## src/rtl/mul_sched.sv

```systemverilog
// Two-requester scheduler for one shared external multiplier: operand register (S1)
// feeding per-requester result holding registers (S2). Define MUL_SCHED_RR_EN for round-robin tie-break.
module mul_sched #(
  parameter int OP_W = 10,
  parameter int P_W  = 2*OP_W
) (
  input  logic            clk,
  input  logic            rst_n,
  input  logic            in_valid0,
  input  logic            in_valid1,
  output logic            in_ready0,
  output logic            in_ready1,
  input  logic [OP_W-1:0] in_a0,
  input  logic [OP_W-1:0] in_b0,
  input  logic [OP_W-1:0] in_a1,
  input  logic [OP_W-1:0] in_b1,
  output logic [OP_W-1:0] mul_a,
  output logic [OP_W-1:0] mul_b,
  input  logic [P_W-1:0]  mul_p,
  output logic            out_valid0,
  output logic            out_valid1,
  input  logic            out_ready0,
  input  logic            out_ready1,
  output logic [P_W-1:0]  out_p0,
  output logic [P_W-1:0]  out_p1,
  output logic            busy,
  output logic [15:0]     ops_done
);

  logic s1_valid;
  logic s1_id;
  logic elig0, elig1, req0, req1, win, grant;
  logic hs0, hs1, ld0, ld1;

`ifdef MUL_SCHED_RR_EN
  logic prio;  // requester favoured on the next tie
`endif

  always_comb begin
    elig0 = !((s1_valid && !s1_id) || (out_valid0 && !out_ready0));
    elig1 = !((s1_valid &&  s1_id) || (out_valid1 && !out_ready1));
    req0  = in_valid0 && elig0;
    req1  = in_valid1 && elig1;
`ifdef MUL_SCHED_RR_EN
    win   = (req0 && req1) ? prio : req1;
`else
    win   = !req0 && req1;
`endif
    in_ready0 = rst_n && req0 && !win;
    in_ready1 = rst_n && req1 &&  win;
    grant     = in_ready0 || in_ready1;
  end

  assign hs0  = out_valid0 && out_ready0;
  assign hs1  = out_valid1 && out_ready1;
  assign ld0  = s1_valid && !s1_id;
  assign ld1  = s1_valid &&  s1_id;
  assign busy = s1_valid || out_valid0 || out_valid1;

  // S1: operands are held when idle so the multiplier inputs do not toggle
  always_ff @(posedge clk or negedge rst_n) begin
    if (!rst_n) begin
      s1_valid <= 1'b0;
      s1_id    <= 1'b0;
      mul_a    <= '0;
      mul_b    <= '0;
    end else if (grant) begin
      s1_valid <= 1'b1;
      s1_id    <= win;
      mul_a    <= win ? in_a1 : in_a0;
      mul_b    <= win ? in_b1 : in_b0;
    end else begin
      s1_valid <= 1'b0;
    end
  end

`ifdef MUL_SCHED_RR_EN
  always_ff @(posedge clk or negedge rst_n) begin
    if (!rst_n)     prio <= 1'b0;
    else if (grant) prio <= ~win;
  end
`endif

  // S2: a load wins over a same-cycle drain
  always_ff @(posedge clk or negedge rst_n) begin
    if (!rst_n) begin
      out_valid0 <= 1'b0;
      out_valid1 <= 1'b0;
      out_p0     <= '0;
      out_p1     <= '0;
      ops_done   <= '0;
    end else begin
      if (ld0) begin
        out_valid0 <= 1'b1;
        out_p0     <= mul_p;
      end else if (hs0) begin
        out_valid0 <= 1'b0;
      end
      if (ld1) begin
        out_valid1 <= 1'b1;
        out_p1     <= mul_p;
      end else if (hs1) begin
        out_valid1 <= 1'b0;
      end
      ops_done <= ops_done + 16'(hs0) + 16'(hs1);
    end
  end

endmodule

```

## config.mk

```make
export PLATFORM = sky130hd
export DESIGN_NAME = mul_sched
export DESIGN_NICKNAME = d
export VERILOG_FILES = /design/src/rtl/mul_sched.sv
export SDC_FILE = /design/constraint.sdc
export NUM_CORES = 1
export LEC_CHECK = 0
export CAP_MARGIN = 20
export CORE_ASPECT_RATIO = 0.9
export CORE_MARGIN = 4
export CORE_UTILIZATION = 40
export CTS_BUF_LIST = sky130_fd_sc_hd__clkbuf_4
export CTS_CLUSTER_DIAMETER = 40
export DETAILED_ROUTE_END_ITERATION = 10
export PLACE_DENSITY = 0.87
export SLEW_MARGIN = 20
export SYNTH_ARGS = -nofsm -noshare
export SYNTH_HDL_FRONTEND = slang
export SYNTH_SLANG_ARGS = --single-unit
```

## constraint.sdc

```tcl
create_clock -name clk -period 3.95 [get_ports clk]
set_clock_uncertainty 0.2 [all_clocks]
set_input_delay 0.5925 -clock clk [delete_from_list [all_inputs] [get_ports clk]]
set_output_delay 0.5925 -clock clk [all_outputs]
set_load 0.005 [all_outputs]
```

==> impl_metrics.ini <==
[timing]
fin_tns_setup_ns = 0
finalSetupViolCount = 0
worst_slew_pin_slew_ns = 0.8290
max_freq_ghz = 0.3031
rsz0062_at_grt = no
hold_viol = 0
finalCritPeriodShare_pct = 83.53
slew_viol_final = 0
fin_hold_ws_ns = 0.2973
slew-limit-headroom_pct = 44.73
fin_crit_ns = 3.300

[critical_path]
reg2reg_from = out_valid1
worst_path_dominant_cell_family = buffers and inverters
cp.required_ns = 3.16
timing.rr.end = ops_done[8]
cp-end-kind = output pin
crit_buf_inv = 3
path_cells = dlygate4sd3_1 -> buf_4 -> nand2_1 -> nor3_4 -> a21boi_2 -> clkdlybuf4s50_1
start_kind = input pin
critPathArrivalTime_ns = 2.51
r2r_setup_slack_ns = 1.66
cp_slowest_cell = dlygate4sd3_1
r2r_cells = 7
critPathMaxStageDelay_ns = 0.57
path_max_fanout = 18
crit_type = in2out

[clocking]
cts_root_buf = clkbuf_4
clkLatencyLatePin_ns = 0.42
cts_resized = 0
clock_sinks = 80
cts_tree = yes
htreeDepth = 3
post-cts-setup-buffers = 0
clkTransAtPathRegs_ns = 0.12
cts_buffers = 9
hold_buffers = 1
cts_buffer_depth = 2

[floorplan]
dieArea_sq_mm = 0.009590
io_pins = 147
start_util_pct = 42.03
rows = 30
die_h_um = 93.31
core_area_sq_mm = 0.007695
dieWidth_um = 102.8

[layout]
stdcell_area_sq_mm = 0.004930
area_delta_synth_final_pct = 52.42
drive_above_1_share_pct = 17.14
layout_commonest_cell = clkdlybuf4s50_1
final-instance-count-excl-fill = 481
final_nets = 449
antenna_cells = 0
layout_common_cells = 145 x clkdlybuf4s50_1, 80 x dfrtp_1, 40 x mux2_2

[pwr]
p_seq_share_pct = 43.4
p_int_w = 0.002214
ir_drop_mv = 0.3681
switching_power_w = 0.0008625
swShare_pct = 28.04
pwr-share-clk_pct = 15.6
power_frac_comb_pct = 41.0
pwr_density_cell_mw_per_mm2 = 624.0
p_leak_nw = 2.105

[global_routing]
grt_pass1_wl_um = 12960
grt_overflow = 0
first_global_vias = 2626
antenna_found_initial = 0
grt.total_usage_pct = 17.35
grt_max_degree = 66

[hold_path]
min_path_cells = 1
min_from = ops_done[15]
hold_class = reg2reg
whs_endpoint = ops_done[15]

[detailed_routing]
routed_wl_um = 8264
drc = 0
via_per_inst = 4.981
wire_per_inst_um = 17.18
drt_first_pass_iters = 5
dr_total_vias = 2396
ant_nets = 0
drt_iter0_drc = 54

[synth]
yosysTopAreaCell = dfrtp_1
ys_types = 26
syn_avg_cell_area_sq_um = 14.19
yosys_warnings = 0
synth_nets = 296
synthSimpleGateAreaFrac_pct = 10.41
seq_area_frac_synth_pct = 61.90
ys_seq_elements = 80
synth_compound_area_share_pct = 6.538
synth_area_sq_mm = 0.003234
synthMuxAreaShare_pct = 13.93
synth.area.top_cells = dfrtp_1 62%, mux2_2 14%, a221o_1 6.2%, and2_1 4.4%, xnor2_1 2.4%
synthXorXnorAreaFrac_pct = 3.791
synth_cells = 228
synth_top_family_by_area = multiplexers
synth_top_area_share_pct = 61.90
synthAdderAreaFrac_pct = 1.006

[placement]
dpl_cell_area_sq_mm = 0.004786
dp_hpwl_um = 6240
dp.cells = 465
io_buffers = 146
place.gp.congestion = 0.7350

[job]
cap_violations = 0

[run_status]
status = completed
cell usage after synthesis, drive strengths merged:
cell and n:
a21boi 1, a221o 20, and2 23, and3 4
and4 1, buf 8, clkbuf 2, dfrtp 80
fa 1, ha 1, inv 3, mux2 40
nand2 7, nand3 6, nand4 2, nor2 6
nor2b 3, nor3 4, or2 1, or3 1
xnor2 9, xor2 5
state kept, by name (all words and copies together) (netlist names):
| name | flops |
|---|---|
| mul_a | 10 |
| mul_b | 10 |
| ops_done | 16 |
| out_p0 | 20 |
| out_p1 | 20 |
| out_valid0 | 1 |
| out_valid1 | 1 |
| s1_id | 1 |
| s1_valid | 1 |
layout make-up:
cell class	count	area (sq um)
Fill cell	604	2765
Sequential cell	80	2002
Timing Repair Buffer	152	1506
Multi-Input combinational cell	135	1156
Tap cell	96	120.1
Clock buffer	10	75.07
Clock inverter	5	58.81
Inverter	3	11.26
cell families after synthesis:
family	count (synthesis)
XOR/XNOR	14
AO/OA/AOI/OAI	21
flip-flops	80
AND/OR/NAND/NOR	58
adder cells (fa/ha/maj)	2
buffers and inverters	13
multiplexers	40
metrics by stage:
stage               power [W]  worst slack (ns)  utilization, %
global placement     0.002588             1.011           62.20
finish               0.003076            0.6504           64.07
detailed placement   0.002640             1.007           62.20
global route         0.003274            0.4911           64.07
floorplan            0.001774             1.582               -
CTS                  0.003125            0.6204           64.07
worst max path at each step:
| stage | start | to | slack (ns) | cells after the start |
|---|---|---|---|---|
| global route | rst_n | in_ready1 | 0.49 | 6 |
| CTS | rst_n | in_ready1 | 0.62 | 6 |
| floorplan | out_ready1 | ops_done[8] | 1.58 | 7 |
| global placement | out_ready1 | in_ready1 | 1.01 | 5 |
| detailed placement | out_ready1 | in_ready1 | 1.01 | 5 |
| finish | rst_n | in_ready1 | 0.65 | 6 |
power groups by stage:
stage | logic [W] | clock network, W | registers [W]
floorplan | 0.000415 | 0 | 0.00136
global placement | 0.00125 | 0 | 0.00134
detailed placement | 0.00129 | 0 | 0.00136
CTS | 0.00129 | 0.000495 | 0.00134
global route | 0.00136 | 0.000528 | 0.00139
finish | 0.00126 | 0.000479 | 0.00134
metal layers:
layer / track usage [%] / up-vias / routed length (um)
met2: 29.78 / 102 / 4115
met5: 0 / - / 0
met1: 20.34 / 1165 / 3200
li1: - / 1118 / -
met3: 7.233 / 11 / 847
met4: 3.560 / 0 / 101
No activity file was read; power rests on OpenSTA's default activity.
